<file path="config.mk">
export PLATFORM = sky130hd
export DESIGN_NAME = insn_encoder
export DESIGN_NICKNAME = d
export VERILOG_FILES = /design/src/rtl/insn_encoder.sv
export SDC_FILE = /design/constraint.sdc
export NUM_CORES = 1
export LEC_CHECK = 0
export CAP_MARGIN = 10
export CORE_ASPECT_RATIO = 1.5
export CORE_MARGIN = 3
export CORE_UTILIZATION = 23
export DETAILED_ROUTE_END_ITERATION = 10
export PLACE_DENSITY = 0.52
export SLEW_MARGIN = 15
export SYNTH_ARGS = -nofsm -noshare
export SYNTH_HDL_FRONTEND = slang
export SYNTH_SLANG_ARGS = --single-unit
</file>
<file path="constraint.sdc">
create_clock -name clk -period 4.4 [get_ports clk]
set_clock_uncertainty 0.15 [all_clocks]
set_input_delay 0.88 -clock clk [delete_from_list [all_inputs] [get_ports clk]]
set_output_delay 0.88 -clock clk [all_outputs]
set_load 0.005 [all_outputs]
</file>
<file path="src/rtl/insn_encoder.sv">
// rtl/insn_encoder.sv - field-level request to 18-bit ir word encoder
// Expands wide LI constants into MOV/SETHI and streams words through a one-word output register.
module insn_encoder (
    input  logic        clk,
    input  logic        rst,
    input  logic        req_valid,
    output logic        req_ready,
    input  logic [3:0]  req_kind,
    input  logic [2:0]  req_op,
    input  logic [3:0]  req_rd,
    input  logic [3:0]  req_rs1,
    input  logic [3:0]  req_rs2,
    input  logic [17:0] req_imm,
    input  logic        req_immflag,
    output logic        ir_valid,
    input  logic        ir_ready,
    output logic [17:0] ir,
    output logic        err,
    output logic [15:0] words
);

    typedef enum logic [1:0] {
        S_IDLE,
        S_OUT1,
        S_OUT2
    } state_t;

    state_t      r_state;
    state_t      w_state_next;
    logic [17:0] r_ir;
    logic [17:0] r_sethi;
    logic        r_pend;
    logic        r_err;
    logic [15:0] r_words;

    logic        w_fits9;
    logic        w_legal;
    logic        w_two;
    logic [17:0] w_word1;
    logic [17:0] w_word2;
    logic        w_accept;
    logic        w_handoff;
    logic        w_load1;
    logic        w_load2;

    assign w_fits9 = (req_imm[17:9] == {9{req_imm[8]}});

    always_comb begin
        w_legal = 1'b1;
        w_two   = 1'b0;
        w_word1 = 18'd0;
        w_word2 = {5'b11001, req_imm[17:9], req_rd};
        case (req_kind)
            4'd0: w_word1 = {3'b000, req_op, req_rs2, req_rs1, req_rd};
            4'd1: begin
                // Only SHL(0), SHR(2), SAR(3) have a 2-bit encoding.
                w_legal = (req_op == 3'd0 || req_op == 3'd2 || req_op == 3'd3)
                          && (!req_immflag || req_imm[17:4] == 14'd0);
                w_word1 = {3'b001, req_immflag, req_op[1:0],
                           req_immflag ? req_imm[3:0] : req_rs2, req_rs1, req_rd};
            end
            4'd2: begin
                w_legal = (req_imm[17:4] == 14'd0);
                w_word1 = {6'b010010, req_imm[3:0], req_rs1, req_rs2};
            end
            4'd3: begin
                w_legal = (req_imm[17:11] == 7'd0);
                w_word1 = {3'b011, req_imm[10:0], req_rs2};
            end
            4'd4: begin
                w_legal = (req_imm[17:11] == 7'd0);
                w_word1 = {3'b100, req_imm[10:0], req_rd};
            end
            4'd5: begin
                w_legal = (req_imm[17:11] == 7'd0);
                w_word1 = {3'b101, req_imm[10:0], req_rs1};
            end
            4'd6: begin
                w_word1 = {5'b11000, req_imm[8:0], req_rd};
                w_two   = !w_fits9;
            end
            4'd7: begin
                w_legal = w_fits9;
                w_word1 = {5'b11010, req_imm[8:0], req_rd};
            end
            4'd8: begin
                w_legal = w_fits9;
                w_word1 = {5'b11011, req_imm[8:0], req_rs1};
            end
            4'd9:  w_word1 = {5'b11001, req_imm[17:9], req_rd};
            4'd10: w_word1 = {6'b111110, 8'd0, req_rd};
            default: w_legal = 1'b0;
        endcase
    end

    always_comb begin
        w_state_next = r_state;
        w_load1      = 1'b0;
        w_load2      = 1'b0;
        req_ready    = 1'b0;
        case (r_state)
            S_IDLE:  req_ready = 1'b1;
            S_OUT1:  req_ready = !r_pend && ir_ready;
            S_OUT2:  req_ready = ir_ready;
            default: req_ready = 1'b0;
        endcase
        w_accept  = req_valid && req_ready;
        w_handoff = (r_state != S_IDLE) && ir_ready;
        case (r_state)
            S_IDLE: begin
                if (w_accept && w_legal) begin
                    w_state_next = S_OUT1;
                    w_load1      = 1'b1;
                end
            end
            S_OUT1, S_OUT2: begin
                if (w_handoff) begin
                    if (r_state == S_OUT1 && r_pend) begin
                        w_state_next = S_OUT2;
                        w_load2      = 1'b1;
                    end else if (w_accept && w_legal) begin
                        w_state_next = S_OUT1;
                        w_load1      = 1'b1;
                    end else begin
                        w_state_next = S_IDLE;
                    end
                end
            end
            default: w_state_next = S_IDLE;
        endcase
    end

    always_ff @(posedge clk) begin
        if (rst) begin
            r_state <= S_IDLE;
        end else begin
            r_state <= w_state_next;
        end
    end

    always_ff @(posedge clk) begin
        if (rst) begin
            r_ir    <= 18'd0;
            r_sethi <= 18'd0;
            r_pend  <= 1'b0;
            r_err   <= 1'b0;
            r_words <= 16'd0;
        end else begin
            r_err <= w_accept && !w_legal;
            if (w_handoff) begin
                r_words <= r_words + 16'd1;
            end
            if (w_load1) begin
                r_ir    <= w_word1;
                r_pend  <= w_two;
                r_sethi <= w_word2;
            end else if (w_load2) begin
                r_ir   <= r_sethi;
                r_pend <= 1'b0;
            end
        end
    end

    assign ir_valid = (r_state != S_IDLE);
    assign ir       = r_ir;
    assign err      = r_err;
    assign words    = r_words;

endmodule

</file>
==> impl_metrics.csv <==
group,metric,value,unit
pwr,p_leak,1.49,nW
synthesis,synth_area,3160,um^2
synthesis,syn-num-nets,435,
final_layout,multi_input_area,1960,um^2
global_routing,antenna_found_initial,0,
global_routing,track_usage,13.2,%
floorplan,floorplan.die_area,15200,um^2
synthesis,synth_common_cells,"dfxtp_1, nand2_1, a21oi_1",
setup_path,worstPathMaxFanout,23,
setup_path,end_kind,"register",
floorplan,die_x,102,um
setup_path,cp.required,4.44,ns
synthesis,synth-seq-area-share,33.0,%
clock_network,post_cts_resized,0,
synthesis,synth_cell_type_count,51,
timing,period_share,85.9,%
floorplan,die_h,150,um
clock_network,cts_sinks,52,
setup_path,critPathKind,"primary input to register",
place,placed_cell_area,4110,um^2
final_layout,seqCellArea,1040,um^2
timing,setup_viol,0,
place,gp_congestion,0.871,
clock_network,htree_levels,2,
synthesis,syn-mean-instance-area,8.16,um^2
detailed_routing,firstDrtPassIters,5,
final_layout,design_area,4260,um^2
final_layout,nets,508,
global_routing,grt-ovfl-total,0,
timing,hold_viol,0,
final_layout,n_antenna_cell,0,
setup_path,r2r_slack,1.98,ns
clock_network,cts_tree,"yes",
synthesis,yosysMostFrequentCell,"dfxtp_1",
min_path,hp-class,"register to register",
clock_network,clk_pin_slew,0.08,ns
final_layout,nFillCells,1398,
timing,rsz0062_at_grt,"no",
detailed_routing,finalWirelength,9840,um
pwr,vdd_drop_max,0.128,mV
global_routing,grt_max_degree,47,
place,post-place-ws,0.328,ns
synthesis,synth_top_area_cell,"dfxtp_1",
global_routing,grt_first_pass_wirelength,15800,um
detailed_routing,drc,0,
clock_network,clock_path_buffers,2,
pwr,power_density,257,nW/um^2
clock_network,worst_skew_pair.late_latency,0.30,ns
synthesis,async_flop_share,0,%
timing,tns,0,ns
clock_network,cts_setup_buffers,0,
synthesis,synth_flop_cell,"dfxtp_1",
setup_path,arrival,3.82,ns
floorplan,start_util,23.9,%
timing,fmax,265,MHz
setup_path,path_cells,"clkdlybuf4s50_1 > or4_4 > or4b_4 > a211oi_2 > nor3_2 > a211oi_4 > buf_12 > mux2_2",
run_status,outcome,"completed",
floorplan,placementRows,51,
setup_path,max_stage_delay,0.56,ns
timing,maxSlewViolCount,0,
timing,setup_ws,0.620,ns
detailed_routing,dr_total_vias,3062,
final_layout,syn2layout_area_growth,34.7,%
detailed_routing,drt-initial-drc-count,176,
timing,relSlewSlack,43.1,%
synthesis,synth_top_area_share,33.0,%
synthesis,ys_seq_elements,52,
global_routing,grt_pass1_vias,3037,
floorplan,coreArea,13200,um^2
synthesis,synthCells,387,
detailed_routing,wl_per_cell,15.9,um
clock_network,holdBufCountCts,0,
setup_path,critPathSlowestCell,"or4_4",
floorplan,ios,79,
detailed_routing,final_antenna_net_count,0,
place,numPortBuffers,78,
setup_path,worstSetupStartpointType,"primary input",
final_layout,drive_above_1_share,8.68,%
clock_network,cts_buffers,5,
detailed_routing,via_per_inst,4.94,
synthesis,synth_edf_count,0,
job,max_cap_violations,0,
place,hpwl,7460,um
clock_network,root_buffer,"clkbuf_16",
synthesis,yosysWarnings,0,
timing,tightest_slew,0.853,ns
timing,fin_hold_ws,0.304,ns
timing,period_minus_slack,3.78,ns
synthesis,synth_area_leaders,"dfxtp_1, a21oi_1, nand2b_1",
power breakdown:
group	switching, W	leakage (nW)	internal [W]
sequential	0.00000717	0.421	0.000483
clock	0.000192	0.0702	0.000213
combinational	0.0000996	0.996	0.000101
total	0.000299	1.49	0.000796
state kept, by name, indices dropped and copies added, names as in the netlist:
name	count
err	1
words	16
r_pend	1
r_state	2
ir	18
r_sethi	14
path summary, 6_finish.rpt:
kind | to | cells after the start | start
worst min register to register | r_sethi[13]$_SDFFE_PP0P_ | 2 | r_sethi[13]$_SDFFE_PP0P_
worst max-delay path | ir[6]$_SDFFE_PP0P_ | 8 | req_imm[11]
worst min-delay path | r_sethi[13]$_SDFFE_PP0P_ | 2 | r_sethi[13]$_SDFFE_PP0P_
worst max register to register | ir[6]$_SDFFE_PP0P_ | 9 | r_state[1]$_SDFFE_PP0P_
layout by cell type (no fill, tap or decap), types with 6 or more instances in the layout:
cell type / n
nand2b_1: 29
ha_1: 6
nand3_1: 12
nand4_1: 7
nor2_1: 37
xor2_1: 7
mux2_1: 7
mux2_2: 11
a22oi_1: 7
nand2_1: 42
mux2i_1: 17
nor2b_1: 7
inv_1: 11
dfxtp_1: 52
a222oi_1: 8
clkdlybuf4s50_1: 77
buf_4: 10
a21oi_1: 41
nor3_1: 8
xnor2_1: 7
worst max-delay path: cells and delay by family:
kind            cells  cell delay [ns]
simple gates        3             1.22
buf+inv             2             0.76
compound gates      2             0.59
mux                 1             0.35
layout make-up:
type	instances	share of cell area, %
timing repair buffer	89	20.5
clock inverter	3	0.500
multi-input combinational	301	46.0
clock buffer	5	2.94
tap	159	4.67
sequential	52	24.5
inverter	11	0.970
metal layers:
| layer | GRT usage [%] | wire length, um | vias up |
|---|---|---|---|
| met2 | 22.7 | 4820 | 124 |
| met3 | 2.33 | 629 | 14 |
| met5 | 0 | 0 | - |
| li1 | - | - | 1518 |
| met1 | 16.2 | 4180 | 1406 |
| met4 | 4.99 | 209 | 0 |
per-stage QoR:
step                utilization (%)  power, W  std cells
global placement               31.1  0.000699        612
global route                   32.2   0.00115        620
floorplan                         -  0.000606        387
CTS                            32.2   0.00111        620
finish                         32.2   0.00110        620
detailed placement             31.1  0.000701        612
kinds of logic after synthesis:
kind of cell             after synthesis  synth area share [%]
XOR/XNOR                              14                  3.88
flip-flops                            52                  33.0
multiplexers                          36                  12.3
AO/OA/AOI/OAI                         79                  16.6
buffers and inverters                 34                  5.07
adder cells (fa/ha/maj)                6                  2.38
AND/OR/NAND/NOR                      166                  26.9
No activity file was read; power rests on OpenSTA's default activity.
